==> config.mk <==
export PLATFORM = sky130hd
export DESIGN_NAME = fp_cmp_pipe
export DESIGN_NICKNAME = d
export VERILOG_FILES = /design/src/rtl/fp_cmp_pkg.sv /design/src/rtl/fp_classify.sv /design/src/rtl/fp_cmp_pipe.sv
export SDC_FILE = /design/constraint.sdc
export NUM_CORES = 1
export LEC_CHECK = 0
export BUFFER_PORTS_ARGS = -buffer_cell sky130_fd_sc_hd__buf_2
export CAP_MARGIN = 15
export CORE_UTILIZATION = 30
export CTS_CLUSTER_SIZE = 25
export DETAILED_ROUTE_END_ITERATION = 6
export GPL_TIMING_DRIVEN = 0
export REMOVE_ABC_BUFFERS = 1
export SETUP_SLACK_MARGIN = 0.05
export SYNTH_ARGS = -nofsm -noshare
export SYNTH_HDL_FRONTEND = slang
export SYNTH_SLANG_ARGS = --single-unit
export TNS_END_PERCENT = 20
==> constraint.sdc <==
create_clock -name in_clk -period 9.89 [get_ports in_clk]
set_input_delay 0.989 -clock in_clk [delete_from_list [all_inputs] [get_ports in_clk]]
set_output_delay 0.989 -clock in_clk [all_outputs]
set_load 0.05 [all_outputs]
==> src/rtl/fp_cmp_pkg.sv <==
// Shared definitions for the floating-point compare/min/max pipeline.
// Op codes, canonical NaNs, SP->DP exponent offset and operand class bits.
package fp_cmp_pkg;

  localparam logic [2:0] OP_FEQ  = 3'b000;
  localparam logic [2:0] OP_FLT  = 3'b001;
  localparam logic [2:0] OP_FLE  = 3'b010;
  localparam logic [2:0] OP_FMIN = 3'b011;
  localparam logic [2:0] OP_FMAX = 3'b100;

  localparam logic [63:0] CANON_NAN_DP = 64'h7FF8_0000_0000_0000;
  localparam logic [63:0] CANON_NAN_SP = 64'hFFFF_FFFF_7FC0_0000;

  // Exponent offset between SP (bias 127) and DP (bias 1023).
  localparam logic [10:0] SP_DP_BIAS = 11'd896;

  typedef struct packed {
    logic zero;
    logic inf;
    logic snan;
    logic qnan;
    logic sign;
  } fp_class_t;

endpackage

==> src/rtl/fp_classify.sv <==
// Widens an SP operand to DP (NaN-box aware) and derives its class bits.
// Combinational, no state; backpressure not applicable.
module fp_classify
  import fp_cmp_pkg::*;
(
  input  logic [63:0] num,
  input  logic        fmt,
  output logic [63:0] wide,
  output fp_class_t   cls
);

  logic [10:0] sp_exp_dp;
  logic        exp_max;
  logic        man_nz;

  // Zero/subnormal and Inf/NaN exponents keep their special encodings.
  always_comb begin
    sp_exp_dp = 11'd0;
    case (num[30:23])
      8'h00:   sp_exp_dp = 11'd0;
      8'hFF:   sp_exp_dp = 11'h7FF;
      default: sp_exp_dp = {3'b000, num[30:23]} + SP_DP_BIAS;
    endcase
  end

  always_comb begin
    wide = num;
    if (!fmt) begin
      if (num[63:32] != 32'hFFFF_FFFF) begin
        wide = CANON_NAN_DP;
      end else begin
        wide = {num[31], sp_exp_dp, num[22:0], 29'd0};
      end
    end
  end

  assign exp_max  = &wide[62:52];
  assign man_nz   = |wide[51:0];
  assign cls.zero = (wide[62:0] == 63'd0);
  assign cls.inf  = exp_max & !man_nz;
  assign cls.snan = exp_max & man_nz & !wide[51];
  assign cls.qnan = exp_max & man_nz & wide[51];
  assign cls.sign = wide[63];

endmodule

==> src/rtl/fp_cmp_pipe.sv <==
// FEQ/FLT/FLE/FMIN/FMAX on SP or DP operands with a sideband tag, 2 register stages.
// Latency 2 cycles; valid/ready, S1 holds and S2 holds stable while downstream stalls.
module fp_cmp_pipe
  import fp_cmp_pkg::*;
#(
  parameter int DATA_WIDTH = 64,
  parameter int TAG_WIDTH  = 4
) (
  input  logic                  in_clk,
  input  logic                  in_rst_n,
  input  logic                  in_valid,
  output logic                  out_ready,
  input  logic [DATA_WIDTH-1:0] in_numA,
  input  logic [DATA_WIDTH-1:0] in_numB,
  input  logic [2:0]            in_op,
  input  logic                  in_fmt,
  input  logic [TAG_WIDTH-1:0]  in_tag,
  output logic                  out_valid,
  input  logic                  in_ready,
  output logic [DATA_WIDTH-1:0] out_data,
  output logic [TAG_WIDTH-1:0]  out_tag,
  output logic                  out_flag_NV
);

  logic [DATA_WIDTH-1:0] wide_a, wide_b;
  fp_class_t             cls_a, cls_b;

  fp_classify u_cls_a (.num(in_numA), .fmt(in_fmt), .wide(wide_a), .cls(cls_a));
  fp_classify u_cls_b (.num(in_numB), .fmt(in_fmt), .wide(wide_b), .cls(cls_b));

  logic                  s1_vld;
  logic [DATA_WIDTH-1:0] s1_a, s1_b, s1_wa, s1_wb;
  fp_class_t             s1_ca, s1_cb;
  logic [2:0]            s1_op;
  logic                  s1_fmt;
  logic [TAG_WIDTH-1:0]  s1_tag;

  logic                  s2_vld;
  logic [DATA_WIDTH-1:0] s2_data;
  logic [TAG_WIDTH-1:0]  s2_tag;
  logic                  s2_nv;

  logic advance;

  assign advance   = !s2_vld | in_ready;
  assign out_ready = !s1_vld | advance;

  always_ff @(posedge in_clk or negedge in_rst_n) begin
    if (!in_rst_n) begin
      s1_vld <= 1'b0;
      s1_a   <= '0;
      s1_b   <= '0;
      s1_wa  <= '0;
      s1_wb  <= '0;
      s1_ca  <= '0;
      s1_cb  <= '0;
      s1_op  <= '0;
      s1_fmt <= 1'b0;
      s1_tag <= '0;
    end else if (out_ready) begin
      s1_vld <= in_valid;
      if (in_valid) begin
        s1_a   <= in_numA;
        s1_b   <= in_numB;
        s1_wa  <= wide_a;
        s1_wb  <= wide_b;
        s1_ca  <= cls_a;
        s1_cb  <= cls_b;
        s1_op  <= in_op;
        s1_fmt <= in_fmt;
        s1_tag <= in_tag;
      end
    end
  end

  logic a_nan, b_nan, any_nan, any_snan, both_zero;
  logic mag_lt, mag_gt, total_lt, same_bits, is_eq, is_lt;
  logic [DATA_WIDTH-1:0] res_data;
  logic                  res_nv;

  assign a_nan     = s1_ca.snan | s1_ca.qnan;
  assign b_nan     = s1_cb.snan | s1_cb.qnan;
  assign any_nan   = a_nan | b_nan;
  assign any_snan  = s1_ca.snan | s1_cb.snan;
  assign both_zero = s1_ca.zero & s1_cb.zero;
  assign same_bits = (s1_wa == s1_wb);

  // Magnitude order on the widened encoding; Inf beats every finite value.
  assign mag_lt = (s1_cb.inf & !s1_ca.inf) |
                  (!s1_ca.inf & !s1_cb.inf & (s1_wa[62:0] < s1_wb[62:0]));
  assign mag_gt = (s1_ca.inf & !s1_cb.inf) |
                  (!s1_ca.inf & !s1_cb.inf & (s1_wa[62:0] > s1_wb[62:0]));

  // Total order with -0 < +0; the numeric compares mask the zero pair out.
  assign total_lt = (s1_ca.sign != s1_cb.sign) ? s1_ca.sign :
                    (s1_ca.sign ? mag_gt : mag_lt);
  assign is_eq    = both_zero | same_bits;
  assign is_lt    = !both_zero & total_lt;

  always_comb begin
    res_data = '0;
    res_nv   = 1'b0;
    case (s1_op)
      OP_FEQ: begin
        res_data = {{(DATA_WIDTH-1){1'b0}}, !any_nan & is_eq};
        res_nv   = any_snan;
      end
      OP_FLT: begin
        res_data = {{(DATA_WIDTH-1){1'b0}}, !any_nan & is_lt};
        res_nv   = any_nan;
      end
      OP_FLE: begin
        res_data = {{(DATA_WIDTH-1){1'b0}}, !any_nan & (is_lt | is_eq)};
        res_nv   = any_nan;
      end
      OP_FMIN, OP_FMAX: begin
        res_nv = any_snan;
        if (a_nan & b_nan) begin
          res_data = s1_fmt ? CANON_NAN_DP : CANON_NAN_SP;
        end else if (a_nan) begin
          res_data = s1_b;
        end else if (b_nan) begin
          res_data = s1_a;
        end else if ((s1_op == OP_FMIN) == (total_lt | same_bits)) begin
          res_data = s1_a;
        end else begin
          res_data = s1_b;
        end
      end
      default: begin
        res_data = '0;
        res_nv   = 1'b0;
      end
    endcase
  end

  always_ff @(posedge in_clk or negedge in_rst_n) begin
    if (!in_rst_n) begin
      s2_vld  <= 1'b0;
      s2_data <= '0;
      s2_tag  <= '0;
      s2_nv   <= 1'b0;
    end else if (advance) begin
      s2_vld <= s1_vld;
      if (s1_vld) begin
        s2_data <= res_data;
        s2_tag  <= s1_tag;
        s2_nv   <= res_nv;
      end
    end
  end

  assign out_valid   = s2_vld;
  assign out_data    = s2_data;
  assign out_tag     = s2_tag;
  assign out_flag_NV = s2_nv;

endmodule

==> metrics.yaml <==
run_status:
  status: "finished clean"
global_routing:
  grt_pass1_wl_mm: 79.5
  grt.total_usage_pct: 18.5
  grt_overflow: 0
  grt_pass1_vias: 13200
  grt_max_degree: 118
  antenna_found_initial: 3
worst_setup_path:
  arrival_ns: 4.65
  cp.required_ns: 10.33
  worstSetupPathType: "reg -> reg"
  crit_path_end_kind: "flop"
  path_max_fanout: 14
  cp-start-kind: "flop"
cts:
  clkSinkCount: 343
  cts_max_level: 2
  clk_path_buf_depth: 3
  post_cts_buffers: 0
  tritoncts: "done"
  insertion_delay_ns: 0.57
  cts_resized: 0
  root_buffer: "clkbuf_16"
  hold_buffers: 0
  cts-buffers-inserted: 41
  path_clk_slew_ns: 0.06
min_path:
  hp-class: "in -> async"
power_and_ir_drop:
  p_int_mw: 2.98
  p_comb_share_pct: 25.0
  p_per_area_nw_per_um2: 220
  power.total_mw: 4.41
  p_clk_share_pct: 35.9
  power_leakage_nw: 9.16
  irDropWorstVdd_mv: 0.113
  seqPwrFrac_pct: 39.1
  power.switching_mw: 1.43
  p_sw_share_pct: 32.4
job:
  cap_violations: 0
detailed_routing:
  routedWlPerCell_um: 20.5
  via_per_inst: 5.19
  drt_wl_total_mm: 51.5
  drt_iter0_drc: 707
  first_pass_iters: 5
  drc: 0
  ant_nets: 0
  vias: 13000
sta:
  tightestPinTransition_ns: 1.13
  setup_viol_count_final: 0
  clock_skew_ns: 0.0159
  rsz0062_at_grt: "no"
  clock.fmax_ghz: 0.238
  finalHoldViolCount: 0
  period_minus_slack_ns: 4.21
  whs_ns: 0.279
  slew_headroom_pct: 24.1
  final-max-slew-violation-count: 0
  final.period_utilization_pct: 42.6
synthesis:
  yosysUniqueCellTypes: 54
  synth.yosys.seq_area_share_pct: 51.6
  async_reset_ff_share_pct: 100
  yosys-top-cells-area: "dfrtp_1 (52%), mux2_2 (9.3%), nand2_1 (4.9%), ha_1 (4.7%), a21oi_1 (4.0%)"
  ys_seq_elements: 343
  synth_top_cells_by_count: "dfrtp_1 (343), nand2_1 (215), mux2_2 (138)"
  yosysMostFrequentCell: "dfrtp_1"
  yosys.area.top_type: "dfrtp_1"
  synth_area_per_cell_sq_um: 10.3
  synth_top_area_share_pct: 51.6
  syn_area_sq_um: 16600
  yosysWarnings: 0
  synthFlopType: "dfrtp_1"
  synth_edf_count: 0
  syn_inst: 1607
placement:
  gp_congestion: 0.835
  dp_hpwl_mm: 37.4
  io_buffer_count: 210
floorplanning:
  num_io_pins: 211
  die_h_um: 237
  fp.dieW_um: 237
  core_area_sq_um: 54200
  initial_core_util_pct: 30.7
  num_rows: 85
  dieArea_sq_um: 56400
cells_and_area:
  antennaDiodeCount: 0
  syn_to_final_growth_pct: 20.6
  final_nets: 1986
  drive_gt1_share_pct: 24.4
==> cell type report <==
cell class | count | area, sq um
Inverter | 69 | 259
Tap cell | 696 | 871
Fill cell | 5363 | 34200
Timing Repair Buffer | 229 | 1580
Clock buffer | 57 | 1180
Sequential cell | 343 | 8580
Multi-Input combinational cell | 1099 | 7360
Clock inverter | 16 | 221
==> power groups by stage <==
stage,clock network (mW),logic [mW],registers [mW]
after floorplan,0,0.578,1.94
after global placement,0,1.17,1.74
after detailed placement,0,1.11,1.75
after CTS,1.62,1.11,1.73
after global routing,1.68,1.20,1.75
final,1.58,1.10,1.72
==> cells by family (layout without fill, tap and decap cells) <==
family	count (synthesis)	in the layout	share of synthesized area, %
buffers and inverters	165	371	4.36
flip-flops	343	343	51.6
AO/OA/AOI/OAI	396	396	13.2
XOR/XNOR	2	2	0.105
multiplexers	204	204	13.3
AND/OR/NAND/NOR	434	434	12.7
adder cells (fa/ha/maj)	63	63	4.74
==> critical path, stage by stage (launching register included) <==
cell      delay [ns]
dfrtp_1         0.38
ha_1            0.34
a21oi_1         0.14
nand2_1         0.07
a221oi_1        0.46
o211ai_1        0.22
nor4b_2         0.63
mux2i_1         0.42
mux2i_4         0.54
buf_16          0.22
buf_16          0.17
buf_16          0.17
mux2i_1         0.22
o21ai_1         0.08
==> sequential cells by signal, indices dropped and copies added (netlist names), 3 cells and up <==
signal / flops
out_data: 64
s1_a: 64
s1_b: 64
s1_wa: 64
s1_wb: 64
out_tag: 4
s1_ca: 4
s1_cb: 4
s1_tag: 4
s1_op: 3
==> per-stage QoR <==
step	setup slack (ns)	cell area [sq um]	instances	utilization, %	TNS, ns
5_1_grt	5.40	20100	2509	37.0	0
6_report	5.68	20100	2509	37.0	0
3_3_place_gp	-3.01	18100	2417	33.3	-715.51
4_1_cts	5.61	20100	2509	37.0	0
2_1_floorplan	0.306	16200	1511	-	0
3_5_place_dp	5.42	18700	2436	34.4	0
==> layout by cell type, fill, tap and decap left out, types with 41 or more instances in the layout <==
master | netlist | routed
nand2_1 | 215 | 213
dfrtp_1 | 343 | 343
mux2_2 | 138 | 138
o21ai_1 | 69 | 69
buf_2 | 0 | 208
inv_1 | 69 | 69
o21ai_0 | 120 | 120
clkbuf_16 | 0 | 43
nor2_1 | 42 | 41
a21oi_1 | 133 | 133
ha_1 | 63 | 63
mux2i_1 | 66 | 65
==> worst paths after layout <==
path                                               from                       end  slack, ns  depth (start not counted)
worst max register to register    s1_wa[61]$_DFFE_PN0P_  out_data[41]$_DFFE_PN0P_       5.68                         13
max in group asynchronous                      in_rst_n      s1_a[16]$_DFFE_PN0P_       8.20                          3
worst max-delay path              s1_wa[61]$_DFFE_PN0P_  out_data[41]$_DFFE_PN0P_       5.68                         13
worst min-delay path                           in_rst_n  out_data[24]$_DFFE_PN0P_       0.28                          1
worst min register to register  out_data[6]$_DFFE_PN0P_   out_data[6]$_DFFE_PN0P_       0.47                          2
min in group in_clk             out_data[6]$_DFFE_PN0P_   out_data[6]$_DFFE_PN0P_       0.47                          2
==> metal layers <==
layer	up-vias	GRT usage [%]	wire length, um
met5	-	0	36
met1	6467	25.0	23100
met4	6	7.66	1810
met2	357	29.7	24000
met3	107	2.82	2550
li1	6097	-	-
Power figures use the tool's default switching activity.
